`config.mk`:
```
export PLATFORM = sky130hd
export DESIGN_NAME = md_bus_master_arb
export DESIGN_NICKNAME = d
export VERILOG_FILES = /design/src/rtl/md_bus_master_arb.sv
export SDC_FILE = /design/constraint.sdc
export NUM_CORES = 1
export LEC_CHECK = 0
export BUFFER_PORTS_ARGS = -buffer_cell sky130_fd_sc_hd__buf_2
export CORE_ASPECT_RATIO = 0.75
export CORE_MARGIN = 2
export CORE_UTILIZATION = 26
export DETAILED_ROUTE_END_ITERATION = 10
export GPL_TIMING_DRIVEN = 1
export HOLD_SLACK_MARGIN = 0.03
export PLACE_DENSITY_LB_ADDON = 0.2
export SETUP_SLACK_MARGIN = 0.3
export SYNTH_ARGS = -nofsm -noshare
export SYNTH_HDL_FRONTEND = slang
export SYNTH_SLANG_ARGS = --single-unit
```
`constraint.sdc`:
```
create_clock -name MCLK -period 4 [get_ports MCLK]
set_input_delay 0.6 -clock MCLK [delete_from_list [all_inputs] [get_ports MCLK]]
set_output_delay 0.6 -clock MCLK [all_outputs]
set_load 0.01 [all_outputs]
```
`src/rtl/md_bus_master_arb.sv`:
```
// md_bus_master_arb: arbitrates N internal bus masters onto the 68000 BR/BG/BGACK handshake.
module md_bus_master_arb #(
    parameter int N_REQ   = 4,
    parameter int RR_MODE = 0,
    parameter int TEN_W   = 8
) (
    input  logic             MCLK,
    input  logic             SRES,
    input  logic [N_REQ-1:0] REQ,
    input  logic [TEN_W-1:0] TENURE,
    input  logic             BG,
    input  logic             AS_i,
    input  logic             BGACK_i,
    output logic             BR_pull,
    output logic             BGACK_pull,
    output logic [N_REQ-1:0] GNT,
    output logic [2:0]       OWNER,
    output logic             TMO
);
    typedef enum logic [2:0] {S_IDLE, S_REQ, S_WAIT, S_OWN, S_REL} state_t;

    state_t           state, state_n;
    logic [1:0]       bg_q, as_q, bgack_q;
    logic             bg_s, as_s, bgack_s;
    logic [2:0]       owner, last, win;
    logic [TEN_W-1:0] ten_cnt;
    logic [N_REQ-1:0] own_mask;
    logic             own_req, expire;

    function automatic logic [2:0] pick(input logic [N_REQ-1:0] r, input logic [2:0] l);
        logic [2:0]       w;
        logic [N_REQ-1:0] sh;
        int               k;
        w = '0;
        // scan from the far end so the nearest candidate is written last and wins
        for (int i = N_REQ; i >= 1; i--) begin
            k = (RR_MODE != 0) ? int'(l) + i : i - 1;
            if (k >= N_REQ) k = k - N_REQ;
            sh = r >> k;
            if (sh[0]) w = 3'(k);
        end
        return w;
    endfunction

    assign bg_s     = bg_q[1];
    assign as_s     = as_q[1];
    assign bgack_s  = bgack_q[1];
    assign win      = pick(REQ, last);
    assign own_mask = N_REQ'(1) << owner;
    assign own_req  = |(REQ & own_mask);
    assign expire   = (state == S_OWN) && (TENURE != '0) && (ten_cnt == TENURE - TEN_W'(1));
    assign OWNER    = owner;

    always_comb begin
        state_n    = state;
        BR_pull    = (state == S_REQ) || (state == S_WAIT);
        BGACK_pull = (state == S_OWN) || (state == S_REL);
        GNT        = (state == S_OWN) ? own_mask : '0;
        TMO        = expire;
        case (state)
            S_IDLE:  state_n = (|REQ) ? S_REQ : S_IDLE;
            S_REQ:   state_n = !own_req ? S_IDLE : !bg_s ? S_WAIT : S_REQ;
            S_WAIT:  state_n = !own_req ? S_IDLE : (as_s && bgack_s) ? S_OWN : S_WAIT;
            S_OWN:   state_n = (!own_req || expire) ? S_REL : S_OWN;
            default: state_n = S_IDLE;
        endcase
    end

    always_ff @(posedge MCLK or negedge SRES) begin
        if (!SRES) begin
            bg_q    <= 2'b11;
            as_q    <= 2'b11;
            bgack_q <= 2'b11;
            state   <= S_IDLE;
            owner   <= '0;
            last    <= 3'(N_REQ - 1);
            ten_cnt <= '0;
        end else begin
            bg_q    <= {bg_q[0], BG};
            as_q    <= {as_q[0], AS_i};
            bgack_q <= {bgack_q[0], BGACK_i};
            state   <= state_n;
            if (state == S_IDLE && (|REQ)) owner <= win;
            if (state == S_REL) last <= owner;
            if (state_n == S_OWN && state != S_OWN) ten_cnt <= '0;
            else if (state == S_OWN && !(&ten_cnt)) ten_cnt <= ten_cnt + TEN_W'(1);
        end
    end
endmodule
```
==> flow_summary.toml <==
[cts]
cts-root-buf = "sky130_fd_sc_hd__clkbuf_8"
cts_buffer_depth = 2
post_cts_buffers = 0
cts_resized = 0
cts.htree.levels = 1
clk_pin_slew_worst_paths_ns = 0.08
tritoncts = "done"
clk-insertion-delay-late_ns = 0.26
cts_buffers = 3
numClockSinks = 19
hold_bufs_inserted_after_cts = 0

[run]
timing.max_cap.violations = 0

[sta]
max_clock_freq_mhz = 360
slew_viol_final = 0
finalHoldViolCount = 0
hold-worst-slack_ns = 0.270
finalWorstPathRequiredPeriod_ns = 2.78
unrepaired_setup_endpoints_after_global_routing = "no"
fin_setup_tns_ns = 0
fin_skew_ns = 0.00914
setup_viol = 0
min_period_over_period_pct = 69.5

[power_and_ir_drop]
power.leakage_uw = 0.000672
totalPowerFinal_uw = 953
power.density_nw_per_um2 = 624
worst_case_vdd_ir_drop_mv = 0.220

[layout]
antennaDiodeCount = 0
number_of_filler_cells_placed_in_the_layout = 506
area_delta_synth_final_pct = 15.3
drive_gt1_share_pct = 33.6
final_cell_count_no_fill = 212
multi_input_area_um2 = 782
sequential_cell_area_um2 = 483
final_nets = 173

[global_routing]
grt_antenna_before_repair = 0
largest_net_degree_at_the_start_of_global_routing = 20
vias_in_the_first_global_route = 1068
grt_pass1_wl_um = 4800
grt-ovfl-total = 0
global_route.usage.total_pct = 10.8

[synth]
synthesis.nets = 149
syn_area_per_cell_um2 = 10.3
synth_warnings = 0
synth_seq_cells = 19
synth_edf_count = 0
synth-seq-area-share_pct = 36.5
synthesis.instances = 129
synthesized_area_um2 = 1320
post_synth_num_cell_types = 45
postSynth.topFlopCell = "sky130_fd_sc_hd__dfrtp_1"
synth-async-reset-ratio_pct = 100

[worst_setup_path]
cp_data_required_time_ns = 3.40
setup.worst_path.end_class = "primary output"
critical_path_class = "in2out"
worstSetupStartpointType = "input pin"
crit_fanout = 7
worst_ep_arrival_time_ns = 2.18

[drt]
avgRoutedWirePerCell_um = 13.0
antenna_left = 0
dr_total_vias = 1004
via_per_inst = 4.74
first_drt_iteration_drcs = 68
drc_errors = 0
postRouteWirelength_um = 2760
drt_pre_antenna_iters = 4

[status]
outcome = "completed"

[floorplanning]
die_h_um = 65.8
io_pins = 27
core_area_um2 = 4900
die_area_um2 = 5680
std_cell_rows = 22
die_w_um = 86.4
floorplan.initialDensity_pct = 27.0

[placed_design]
place_inst = 208
hpwlAfterDp_um = 2150
numPortBuffers = 25
gp_routability_congestion = 0.776

[min_path]
hp-class = "in2async"
## cell usage after synthesis (2+ instances only)
cell type / instances / area (um^2)
sky130_fd_sc_hd__nand4_1: 3 / 18.8
sky130_fd_sc_hd__nor3_1: 4 / 20.0
sky130_fd_sc_hd__inv_1: 4 / 15.0
sky130_fd_sc_hd__xor2_1: 8 / 70.1
sky130_fd_sc_hd__mux2i_1: 2 / 20.0
sky130_fd_sc_hd__o21ai_0: 3 / 15.0
sky130_fd_sc_hd__and3_1: 3 / 18.8
sky130_fd_sc_hd__nand3_1: 5 / 25.0
sky130_fd_sc_hd__nor3_4: 2 / 32.5
sky130_fd_sc_hd__dfstp_2: 6 / 158
sky130_fd_sc_hd__dfrtp_1: 13 / 325
sky130_fd_sc_hd__buf_4: 3 / 22.5
sky130_fd_sc_hd__o21a_1: 2 / 15.0
sky130_fd_sc_hd__nor2_1: 16 / 60.1
sky130_fd_sc_hd__and3_4: 2 / 22.5
sky130_fd_sc_hd__and2_1: 2 / 12.5
sky130_fd_sc_hd__a21oi_1: 4 / 20.0
sky130_fd_sc_hd__ha_1: 3 / 37.5
sky130_fd_sc_hd__nand2_1: 10 / 37.5
sky130_fd_sc_hd__xnor2_1: 8 / 70.1
sky130_fd_sc_hd__nand4b_1: 2 / 17.5
## cells in the final DEF (no fill, tap or decap), types with 2 or more instances in the layout
| cell | count |
|---|---|
| sky130_fd_sc_hd__nand2_1 | 10 |
| sky130_fd_sc_hd__and3_1 | 3 |
| sky130_fd_sc_hd__clkbuf_8 | 3 |
| sky130_fd_sc_hd__a21oi_1 | 4 |
| sky130_fd_sc_hd__mux2i_1 | 2 |
| sky130_fd_sc_hd__nand4_1 | 3 |
| sky130_fd_sc_hd__xnor2_1 | 8 |
| sky130_fd_sc_hd__ha_1 | 3 |
| sky130_fd_sc_hd__and2_1 | 2 |
| sky130_fd_sc_hd__nand3_1 | 5 |
| sky130_fd_sc_hd__o21ai_0 | 3 |
| sky130_fd_sc_hd__dfrtp_1 | 13 |
| sky130_fd_sc_hd__buf_2 | 25 |
| sky130_fd_sc_hd__nor3_1 | 4 |
| sky130_fd_sc_hd__nor2_1 | 16 |
| sky130_fd_sc_hd__o21a_1 | 2 |
| sky130_fd_sc_hd__and3_4 | 2 |
| sky130_fd_sc_hd__xor2_1 | 8 |
| sky130_fd_sc_hd__nand4b_1 | 2 |
| sky130_fd_sc_hd__nor3_4 | 2 |
| sky130_fd_sc_hd__dfstp_2 | 6 |
| sky130_fd_sc_hd__inv_1 | 4 |
## registers in the layout (all words and copies together), names as in the netlist
| name | cells |
|---|---|
| bgack_q | 2 |
| state | 3 |
| bg_q | 2 |
| as_q | 2 |
| ten_cnt | 8 |
| OWNER | 2 |
## per-stage QoR
step	utilization (%)	area (um^2)	worst slack (ns)
final	31.2	1530	1.22
after global routing	31.2	1530	1.08
after global placement	30.2	1480	1.30
after CTS	31.2	1530	1.22
after detailed placement	30.2	1480	1.22
after floorplan	-	1320	1.54
## area by class of cell
type | instances | area share [%]
flip-flops and latches | 19 | 31.6
multi-input cells | 100 | 51.2
well taps | 60 | 4.92
repair buffers | 25 | 8.20
clock inverters | 1 | 0.328
clock buffers | 3 | 2.70
inverters | 4 | 0.984
## cell families (layout without fill, tap and decap cells)
group,count (synthesis),after routing,synth area share [%]
xor+xnor,17,17,12.3
fa+ha+maj,3,3,2.84
other cells,1,1,0.283
compound gates,21,21,14.5
simple gates,55,55,26.0
mux,3,3,3.21
flops,19,19,36.5
buf+inv,10,33,4.44
## metal layers
layer / share of wire (%) / GRT usage [%] / vias up
met4: 0.98 / 3.91 / 0
met2: 48 / 16.5 / 18
met3: 4.0 / 3.25 / 4
met1: 47 / 14.3 / 484
met5: 0 / 0 / -
li1: - / - / 498
## final timing paths
| check | start | to | slack (ns) | depth (start not counted) |
|---|---|---|---|---|
| min reg2reg | as_q[0]$_DFF_PN1_ | as_q[1]$_DFF_PN1_ | 0.36 | 0 |
| min in group MCLK | as_q[0]$_DFF_PN1_ | as_q[1]$_DFF_PN1_ | 0.36 | 0 |
| min | SRES | OWNER[1]$_DFFE_PN0P_ | 0.27 | 1 |
| max in group asynchronous | SRES | bg_q[1]$_DFF_PN1_ | 3.39 | 1 |
| max reg2reg | ten_cnt[0]$_DFFE_PN0P_ | ten_cnt[4]$_DFFE_PN0P_ | 2.23 | 6 |
| max | TENURE[0] | TMO | 1.22 | 9 |
## critical path: stages
cell and delay (ns):
sky130_fd_sc_hd__buf_2 0.12, sky130_fd_sc_hd__inv_1 0.06, sky130_fd_sc_hd__ha_1 0.29, sky130_fd_sc_hd__o21ba_1 0.22
sky130_fd_sc_hd__a221oi_2 0.31, sky130_fd_sc_hd__a41oi_2 0.08, sky130_fd_sc_hd__nor3_4 0.22, sky130_fd_sc_hd__and2_1 0.16
sky130_fd_sc_hd__buf_2 0.12
## power breakdown
| part | leakage [uW] | internal (uW) | total, uW | switching (uW) |
|---|---|---|---|---|
| Clock | 0.0000255 | 69.2 | 134 | 64.3 |
| Sequential | 0.000222 | 261 | 396 | 135 |
| Combinational | 0.000424 | 212 | 423 | 211 |
| Total | 0.000672 | 542 | 953 | 410 |
Note: power is estimated with default switching activity, not from simulation.
